==> src/rtl/fetch_unit.sv <==
// Fetch-side datapath: program counter, instruction register and operand register,
// with the memory address mux, a protocol-violation flag and a saturating fetch counter.
module fetch_unit #(
  parameter int unsigned AW     = 8,
  parameter int unsigned DW     = 8,
  parameter logic [AW-1:0] RST_PC = '0,
  parameter int unsigned CNT_W  = 16
) (
  input  logic             clk,
  input  logic             rst,
  input  logic [1:0]       fetch,
  input  logic             PC_en,
  input  logic             pc_chg_en,
  input  logic             ad_sel,
  input  logic             rom_ena,
  input  logic             rom_read,
  input  logic [DW-1:0]    rom_data,
  output logic [AW-1:0]    rom_addr,
  output logic [AW-1:0]    addr,
  output logic [AW-1:0]    pc,
  output logic [3:0]       ins,
  output logic [DW-5:0]    reg_idx,
  output logic [DW-1:0]    oper,
  output logic             halted,
  output logic             proto_err,
  output logic [CNT_W-1:0] fetch_cnt
);

  localparam logic [1:0] FETCH_HOLD = 2'b00;
  localparam logic [1:0] FETCH_IR   = 2'b01;
  localparam logic [1:0] FETCH_OPER = 2'b10;

  // Handshake: rom_data is only trusted in a cycle where rom_ena & rom_read (rd_ok)
  // are both high; a load request (fetch 01/10) without rd_ok is a violation.
  logic          rd_ok;
  logic          load_ir;
  logic          load_oper;
  logic          bad_fetch;
  logic [DW-1:0] ir;

  assign rd_ok     = rom_ena & rom_read;
  assign load_ir   = (fetch == FETCH_IR)   & rd_ok;
  assign load_oper = (fetch == FETCH_OPER) & rd_ok;
  assign bad_fetch = (fetch != FETCH_HOLD) & ~load_ir & ~load_oper;

  always_ff @(posedge clk) begin
    if (!rst) begin
      ir        <= '0;
      oper      <= '0;
      halted    <= 1'b0;
      proto_err <= 1'b0;
      fetch_cnt <= '0;
    end else begin
      proto_err <= bad_fetch;
      if (load_ir) begin
        ir     <= rom_data;
        halted <= (rom_data[DW-1:DW-4] == 4'hF);
        if (fetch_cnt != {CNT_W{1'b1}}) begin
          fetch_cnt <= fetch_cnt + 1'b1;
        end
      end
      if (load_oper) begin
        oper <= rom_data;
      end
    end
  end

  // Jump bypass takes the target straight off the ROM bus so a JMP needs no extra cycle.
  always_ff @(posedge clk) begin
    if (!rst) begin
      pc <= RST_PC;
    end else if (PC_en && pc_chg_en && load_oper) begin
      pc <= rom_data[AW-1:0];
    end else if (PC_en && pc_chg_en) begin
      pc <= oper[AW-1:0];
    end else if (PC_en) begin
      pc <= pc + 1'b1;
    end
  end

  assign rom_addr = pc;
  assign addr     = ad_sel ? oper[AW-1:0] : pc;
  assign ins      = ir[DW-1:DW-4];
  assign reg_idx  = ir[DW-5:0];

endmodule

==> config.mk <==
export PLATFORM = sky130hd
export DESIGN_NAME = fetch_unit
export DESIGN_NICKNAME = d
export VERILOG_FILES = /design/src/rtl/fetch_unit.sv
export SDC_FILE = /design/constraint.sdc
export NUM_CORES = 1
export LEC_CHECK = 0
export BUFFER_PORTS_ARGS = -buffer_cell sky130_fd_sc_hd__buf_2
export CAP_MARGIN = 20
export CELL_PAD_IN_SITES_DETAIL_PLACEMENT = 0
export CELL_PAD_IN_SITES_GLOBAL_PLACEMENT = 2
export CORE_AREA = 4 4 77 114
export CTS_CLUSTER_SIZE = 24
export DETAILED_ROUTE_END_ITERATION = 8
export DIE_AREA = 0 0 81 118
export HOLD_SLACK_MARGIN = 0.06
export PLACE_DENSITY = 0.76
export SLEW_MARGIN = 40
export SYNTH_ARGS = -nofsm -noshare
export SYNTH_HDL_FRONTEND = slang
export SYNTH_SLANG_ARGS = --single-unit
==> constraint.sdc <==
create_clock -name clk -period 1.75 [get_ports clk]
set_clock_uncertainty 0.1 [all_clocks]
set_input_delay 0.35 -clock clk [delete_from_list [all_inputs] [get_ports clk]]
set_output_delay 0.35 -clock clk [all_outputs]
set_load 0.01 [all_outputs]
==> impl_metrics.toml, run 1 <==
[worst_setup_path]
end_kind = "register"
critical_path_peak_fanout = 7
path_class = "register to register"
critPathLaunchType = "register"
cp.arrival_ps = 1770
cp_data_required_time_ps = 1860

[logic_synthesis]
yosys_warnings = 0
synth_top_area_frac = 0.395
netlist_instances = 246
netlist.top_cell.by_area = "dfxtp_1"
syn-cell-area_sq_mm = 0.00213
synth_common_cells = "42 x dfxtp_1, 29 x a21oi_1, 26 x nand2_1"
yosysSeqAreaShare = 0.395
syn_nets = 265
ys_types = 46
synthArstFlopShare = 0
ys_ff_latch = 42
avgSynthCellArea_sq_um = 8.66
synth-edff-count = 0
netlist_top_cells_area = "dfxtp_1 39%, a21oi_1 6.8%, nand2_1 4.6%"
yosysMostFrequentCell = "dfxtp_1"
synthFlopType = "dfxtp_1"

[clock_tree]
clk_latency_ps = 280
htree_num_levels = 2
clkTransAtPathRegs_ps = 70
clock-root-buffer = "clkbuf_16"
cts_sinks = 42
hold_buffers = 0
cts_tree = "done"
cts_buffer_depth = 2
cts_made_buffers = 5

[placement]
portBuffers = 74
placed_area_sq_mm = 0.00279
dp_cells = 436
hpwl_microns = 5180
gp_congestion = 0.745
dp_slack_ps = -51.8

[sta]
slew_viol_final = 0
rsz0062_at_grt = "no"
finalSetupViolCount = 0
fin_crit_sh = 0.950
max_freq_mhz = 601
period_needed_ps = 1660
slew-limit-headroom = 0.705
hold_violations = 0
worst_slew_pin_slew_ps = 439
setup_ws_ps = 86.9

[final_layout]
nFillCells = 839
final_cell_count_no_fill = 445
final_cell_area_sq_mm = 0.00298
areaGrowthSynthToFinish_pct = 39.7
drive_above_1_share = 0.399
nets = 361
final_util = 0.386
antenna_cells = 0

[power]
power_density_mw_per_mm2 = 753
design_power_total_uw = 2240
ir_drop_uv = 366
combPwrFrac = 0.082
p_int_uw = 1730
p_leak_uw = 0.00135
power.switching_uw = 518
clock_power_share = 0.480
swShare = 0.231
seq_power_share = 0.438

[die]
die_area_sq_mm = 0.00956
core_sq_mm = 0.00771
floorplan.die.height_microns = 118
num_rows = 39
chipWidth_microns = 81
initial_core_util = 0.276
ios = 75

[global_routing]
overflow = 0
grt_pass1_vias = 2246
grt_max_degree = 37
grtUsageTotal = 0.144
antenna_found_initial = 0
grt_first_pass_wirelength_microns = 10900

[routing]
drt_iter0_markers = 58
drcViolationCount = 0
ant_nets = 0
wl_per_cell_microns = 15.1
via_count = 2223
vias_per_cell = 5.00
drtPass1Iterations = 4
drt-total-wl_microns = 6730

[job]
maxCapViolations = 0

[worst_hold_path]
hp-class = "primary input to register"

[outcome]
status = "finished, final reports clean"
-- worst max-delay path, cell delays in order (launching register included) --
cell	delay (ps)
dfxtp_1	420
and4_4	260
nand3_2	130
or4_1	490
a21oi_1	180
-- layout make-up --
| class | instances | area, sq um | area share |
|---|---|---|---|
| multi-input combinational | 179 | 1160 | 0.389 |
| inverter | 4 | 15.0 | 0.00504 |
| sequential | 42 | 841 | 0.282 |
| tap | 102 | 128 | 0.0429 |
| timing repair buffer | 110 | 666 | 0.224 |
| clock inverter | 3 | 45.0 | 0.0151 |
| clock buffer | 5 | 125 | 0.0420 |
-- per-stage QoR --
step	TNS [ps]	hold slack (ps)
6_report	0	211
5_1_grt	0	219
4_1_cts	0	206
3_5_place_dp	-75.0	354
3_3_place_gp	-52.3	342
2_1_floorplan	0	367
-- placed cells by master, fill, tap and decap left out, types with 9 or more instances in the layout --
cell     instances
or4_1            9
mux2i_1          9
o21ai_0         11
nor2_1          15
buf_4           34
buf_2           74
a21oi_1         29
dfxtp_1         42
nand2_1         26
nand4_1          9
nand3_1          9
-- flip-flops by register name, summed over array words and instances, names as in the netlist --
register / flops
fetch_cnt: 16
halted: 1
ir: 8
oper: 8
pc: 8
proto_err: 1
-- cell families after synthesis --
kind of cell / share of synthesized area
and+or+nand+nor: 0.247
AOI/OAI and AO/OA: 0.198
DFF: 0.395
buffers and inverters: 0.0646
muxes: 0.0846
adders and majority gates: 0.0117
-- per-layer routing --
layer | vias up | wire length, microns | track usage
met5 | - | 0 | 0
met4 | 0 | 63 | 0.0391
met3 | 5 | 393 | 0.0352
met2 | 67 | 3650 | 0.273
met1 | 1046 | 2620 | 0.151
li1 | 1105 | - | -
-- final timing paths --
check	start	end	slack [ps]	cells after the start
worst max register to register	fetch_cnt[8]$_SDFFE_PN0P_	fetch_cnt[14]$_SDFFE_PN0P_	90	4
worst min-delay path	rom_data[0]	ir[0]$_SDFFE_PN0P_	210	3
worst max-delay path	fetch_cnt[8]$_SDFFE_PN0P_	fetch_cnt[14]$_SDFFE_PN0P_	90	4
worst min register to register	ir[2]$_SDFFE_PN0P_	ir[2]$_SDFFE_PN0P_	360	2
-- power groups by stage --
stage | combinational (uW) | sequential, uW | clock [uW]
4_1_cts | 187 | 982 | 1110
3_5_place_dp | 187 | 1000 | 0
5_1_grt | 203 | 983 | 1140
6_report | 184 | 982 | 1080
2_1_floorplan | 87.5 | 1010 | 0
3_3_place_gp | 187 | 1000 | 0
-- timing repair --
item | 4_1_cts | 5_1_grt
resized for setup | 0 | 2
setup buffers | 0 | 1
setup endpoints to repair | 0 | 9
Power figures use the tool's default switching activity.
==> run 2, diff against run 1 <==
--- a/config.mk
+++ b/config.mk
@@ -8,13 +8,14 @@
 export BUFFER_PORTS_ARGS = -buffer_cell sky130_fd_sc_hd__buf_2
 export CAP_MARGIN = 20
 export CELL_PAD_IN_SITES_DETAIL_PLACEMENT = 0
-export CELL_PAD_IN_SITES_GLOBAL_PLACEMENT = 2
-export CORE_AREA = 4 4 77 114
+export CELL_PAD_IN_SITES_GLOBAL_PLACEMENT = 1
+export CORE_AREA = 4 4 68 102
 export CTS_CLUSTER_SIZE = 24
 export DETAILED_ROUTE_END_ITERATION = 8
-export DIE_AREA = 0 0 81 118
+export DIE_AREA = 0 0 72 106
 export HOLD_SLACK_MARGIN = 0.06
-export PLACE_DENSITY = 0.76
+export PLACE_DENSITY = 0.77
+export RECOVER_POWER = 25
 export SLEW_MARGIN = 40
 export SYNTH_ARGS = -nofsm -noshare
 export SYNTH_HDL_FRONTEND = slang
==> impl_metrics.toml, run 2 (synthesis gave the netlist of run 1 again) <==
[outcome]
status = "finished, final reports clean"

[routing]
wl_per_cell_microns = 14.9
drt_iter0_markers = 58
drtPass1Iterations = 4
vias_per_cell = 5.42
drcViolationCount = 0
via_count = 2200
drt-total-wl_microns = 6060
ant_nets = 0

[job]
maxCapViolations = 0

[clock_tree]
hold_buffers = 0
cts_sinks = 42
clk_latency_ps = 290
clkTransAtPathRegs_ps = 90
cts_buffer_depth = 2
clock-root-buffer = "clkbuf_8"
cts_tree = "done"
cts_made_buffers = 5
htree_num_levels = 2

[power]
p_leak_uw = 0.00122
swShare = 0.250
seq_power_share = 0.545
power.switching_uw = 451
power_density_mw_per_mm2 = 656
ir_drop_uv = 365
design_power_total_uw = 1810
p_int_uw = 1350
clock_power_share = 0.364
combPwrFrac = 0.091

[worst_hold_path]
holdPathStages = 3
holdPathEnd = "ir[2]$_SDFFE_PN0P_"
hold_start = "rom_data[2]"
hp-class = "primary input to register"

[final_layout]
areaGrowthSynthToFinish_pct = 29.2
layout_common_cells = "63 x buf_2, 40 x dfxtp_1, 29 x a21oi_1"
antenna_cells = 0
final_cell_area_sq_mm = 0.00275
final_cell_count_no_fill = 406
nFillCells = 620
drive_above_1_share = 0.340
top_register = "fetch_cnt"
largest_register_ffs = 16
final_common_cell = "buf_2"
nets = 350
final_util = 0.455

[placement]
hpwl_microns = 4640
placed_area_sq_mm = 0.00267
portBuffers = 74
gp_congestion = 0.866
dp_cells = 396

[worst_setup_path]
cp_data_required_time_ps = 1870
critPathLaunchType = "register"
rr_startpoint = "fetch_cnt[0]$_SDFFE_PN0P_"
regToRegSetupSlack_ps = 100
rr_endpoint = "fetch_cnt[7]$_SDFFE_PN0P_"
end_kind = "register"
worstRegToRegCells = 6
cp.arrival_ps = 1770
critical_path_peak_fanout = 12
path_class = "register to register"

[sta]
hold_violations = 0
rsz0062_at_grt = "no"
finalSetupViolCount = 0
worst_slew_pin_slew_ps = 468
max_freq_mhz = 606
period_needed_ps = 1650
slew_viol_final = 0
fin_crit_sh = 0.943
slew-limit-headroom = 0.688
setup_tns_ps = 0

[die]
core_sq_mm = 0.00604
num_rows = 35
floorplan.die.height_microns = 106
die_area_sq_mm = 0.00763
chipWidth_microns = 72
ios = 75
initial_core_util = 0.353

[global_routing]
overflow = 0
grtUsageTotal = 0.158
grt_pass1_vias = 2085
grt_first_pass_wirelength_microns = 9740
grt_max_degree = 24
antenna_found_initial = 0
run 2: cell count changes in the layout (fill, tap and decap cells not counted), moves of 2 or more:
cell and delta:
buf_2 -11, buf_4 -14, clkbuf_1 +13, clkbuf_16 -5, clkbuf_8 +6, dfxtp_1 -2, dfxtp_2 +2
run 2: routing by layer:
metal | global-route usage | wire (microns) | share of wire | vias to the layer above
met1 | 0.173 | 2370 | 0.39 | 1037
li1 | - | - | - | 1084
met2 | 0.297 | 3220 | 0.53 | 69
met5 | 0 | 0 | 0 | -
met3 | 0.0303 | 364 | 0.060 | 10
met4 | 0.0511 | 109 | 0.018 | 0
run 2: per-stage QoR:
step                      setup WS [ps]  hold slack [ps]
after detailed placement          -41.2              346
after global placement            -18.0              341
after global routing               13.7              212
after floorplan                     111              367
after CTS                          25.0              196
final                               100              203
run 2: worst max-delay path by stage:
stage | startpoint | end | slack [ps]
5_1_grt | fetch_cnt[9]$_SDFFE_PN0P_ | fetch_cnt[13]$_SDFFE_PN0P_ | 10
3_5_place_dp | fetch[1] | fetch_cnt[8]$_SDFFE_PN0P_ | -40
4_1_cts | fetch_cnt[0]$_SDFFE_PN0P_ | fetch_cnt[7]$_SDFFE_PN0P_ | 20
6_report | fetch_cnt[0]$_SDFFE_PN0P_ | fetch_cnt[7]$_SDFFE_PN0P_ | 100
2_1_floorplan | fetch_cnt[0]$_SDFFE_PN0P_ | fetch_cnt[9]$_SDFFE_PN0P_ | 110
3_3_place_gp | fetch[1] | fetch_cnt[8]$_SDFFE_PN0P_ | -20
run 2: power groups by stage:
| stage | sequential (uW) | combinational [uW] | clock, uW |
|---|---|---|---|
| after floorplan | 1010 | 87.5 | 0 |
| after global placement | 1010 | 173 | 0 |
| after detailed placement | 1010 | 174 | 0 |
| after CTS | 983 | 175 | 687 |
| after global routing | 986 | 180 | 725 |
| final | 983 | 165 | 658 |
run 2: what timing repair did:
item	4_1_cts	5_1_grt
setup endpoints to repair	0	11
buffers inserted	0	2
gates resized for setup	0	4
run 2: cell type report:
type	instances	area, sq um	share of cell area
Inverter	4	15.0	0.00545
Sequential cell	42	843	0.306
Clock inverter	2	12.5	0.00455
Timing Repair Buffer	99	543	0.197
Multi-Input combinational cell	179	1160	0.423
Tap cell	74	92.6	0.0336
Clock buffer	6	82.6	0.0300
run 2: critical path, stage by stage, from the launching register on:
cell,delay (ps)
dfxtp_1,330
ha_2,220
nand3_1,100
nor4_2,40
buf_4,180
or4_1,470
a21oi_1,150
==> run 3, diff against run 2 <==
--- a/config.mk
+++ b/config.mk
@@ -9,12 +9,12 @@
 export CAP_MARGIN = 20
 export CELL_PAD_IN_SITES_DETAIL_PLACEMENT = 0
 export CELL_PAD_IN_SITES_GLOBAL_PLACEMENT = 1
-export CORE_AREA = 4 4 68 102
+export CORE_AREA = 4 4 66 98
 export CTS_CLUSTER_SIZE = 24
 export DETAILED_ROUTE_END_ITERATION = 8
-export DIE_AREA = 0 0 72 106
+export DIE_AREA = 0 0 70 102
 export HOLD_SLACK_MARGIN = 0.06
-export PLACE_DENSITY = 0.77
+export PLACE_DENSITY = 0.82
 export RECOVER_POWER = 25
 export SLEW_MARGIN = 40
 export SYNTH_ARGS = -nofsm -noshare
==> constraint.sdc (replaced) <==
create_clock -name clk -period 2 [get_ports clk]
set_clock_uncertainty 0.1 [all_clocks]
set_input_delay 0.4 -clock clk [delete_from_list [all_inputs] [get_ports clk]]
set_output_delay 0.4 -clock clk [all_outputs]
set_load 0.01 [all_outputs]
==> impl_metrics.toml, run 3 (synthesis gave the netlist of run 1 again) <==
[clock_tree]
cts_sinks = 42
htree_num_levels = 2
cts-resized-gates = 0
clk_latency_ps = 300
cts_made_buffers = 5
cts_tree = "done"
clkTransAtPathRegs_ps = 90
post_cts_buffers = 0
cts_buffer_depth = 2
hold_buffers = 0
clock-root-buffer = "clkbuf_8"

[worst_setup_path]
cp_data_required_time_ps = 2120
critical_path_peak_fanout = 12
rr_startpoint = "fetch_cnt[0]$_SDFFE_PN0P_"
cp.arrival_ps = 1920
critPathLaunchType = "register"
end_kind = "register"
regToRegSetupSlack_ps = 200
rr_endpoint = "fetch_cnt[7]$_SDFFE_PN0P_"
path_class = "register to register"
worstRegToRegCells = 6

[placement]
gp_congestion = 0.829
portBuffers = 74
dp_slack_ps = 73.1
hpwl_microns = 4290

[sta]
setup_ws_ps = 202
fin_crit_sh = 0.899
setup_tns_ps = 0
finalSetupViolCount = 0
worst_slew_pin_slew_ps = 1040
slew-limit-headroom = 0.308
max_freq_mhz = 556
slew_viol_final = 0
hold_violations = 0
period_needed_ps = 1800
rsz0062_at_grt = "no"

[power]
p_leak_uw = 0.00112
ir_drop_uv = 369
power_density_mw_per_mm2 = 643

[final_layout]
nets = 331
multiInputGateArea_sq_mm = 0.00115
final_common_cell = "buf_2"
nFillCells = 597
top_register = "fetch_cnt"
regArea_sq_um = 841
largest_register_ffs = 16
areaGrowthSynthToFinish_pct = 22.8
layout_common_cells = "65 x buf_2, 42 x dfxtp_1, 29 x a21oi_1"
drive_above_1_share = 0.297
antenna_cells = 0

[routing]
via_count = 2115
drcViolationCount = 0
drt-total-wl_microns = 5750
vias_per_cell = 5.49
ant_nets = 0
drt_iter0_markers = 137
drtPass1Iterations = 4
wl_per_cell_microns = 14.9

[worst_hold_path]
hp-class = "primary input to register"
holdPathEnd = "ir[1]$_SDFFE_PN0P_"
hold_start = "rom_data[1]"
holdPathStages = 3

[global_routing]
grtUsageTotal = 0.164
grt_first_pass_wirelength_microns = 9520
grt_max_degree = 23
grt_pass1_vias = 2020
antenna_found_initial = 0
overflow = 0

[die]
floorplan.die.height_microns = 102
ios = 75
core_sq_mm = 0.00570
chipWidth_microns = 70
num_rows = 34
die_area_sq_mm = 0.00714
initial_core_util = 0.374

[outcome]
status = "finished, final reports clean"

[job]
maxCapViolations = 0
## run 3: cell count changes in the layout (fill, tap and decap cells not counted), moves of 2 or more
cell and delta:
buf_4 -18, buf_2 +2, dfxtp_1 +2, dfxtp_2 -2
## run 3: layout make-up
type | count | share of cell area
clock inverters | 3 | 0.0172
clock buffers | 5 | 0.0263
multi-input cells | 179 | 0.440
inverters | 4 | 0.00574
repair buffers | 80 | 0.155
well taps | 72 | 0.0344
flip-flops and latches | 42 | 0.321
## run 3: worst max-delay path, stage by stage (launching register included)
cell and delay, ps:
dfxtp_1 340, ha_1 310, nand3_1 140, nor4_2 40, buf_4 180, or4_1 460
a21oi_1 140
## run 3: layer usage
metal / up-vias / GRT usage / wire (microns)
met3: 2 / 0.0344 / 408
met1: 991 / 0.191 / 2290
met4: 0 / 0.0590 / 36
met2: 75 / 0.298 / 3020
li1: 1047 / - / -
met5: - / 0 / 0
## run 3: how the worst max path moves through the flow
stage | slack (ps) | startpoint | endpoint | cells past startpoint
detailed placement | 70 | fetch[1] | fetch_cnt[8]$_SDFFE_PN0P_ | 6
floorplan | 340 | fetch[1] | fetch_cnt[8]$_SDFFE_PN0P_ | 5
global route | 70 | fetch_cnt[0]$_SDFFE_PN0P_ | fetch_cnt[7]$_SDFFE_PN0P_ | 6
CTS | 220 | fetch_cnt[0]$_SDFFE_PN0P_ | fetch_cnt[7]$_SDFFE_PN0P_ | 6
finish | 200 | fetch_cnt[0]$_SDFFE_PN0P_ | fetch_cnt[7]$_SDFFE_PN0P_ | 6
global placement | 90 | fetch[1] | fetch_cnt[8]$_SDFFE_PN0P_ | 6
## run 3: through the flow
step                      power, uW  instance area (sq um)  utilization  std cells  hold WS [ps]
after floorplan                 961                   2130            -        246           381
after global placement         1020                   2530        0.443        377           341
after detailed placement       1020                   2530        0.443        377           348
after CTS                      1700                   2640        0.463        385           240
after global routing           1770                   2620        0.459        385           248
final                          1680                   2620        0.459        385           250
## run 3: where the power goes
part | internal [uW] | total (uW) | switching [uW]
sequential | 849 | 861 | 12.5
combinational | 54.7 | 137 | 82.1
clock | 372 | 686 | 314
total | 1280 | 1680 | 409
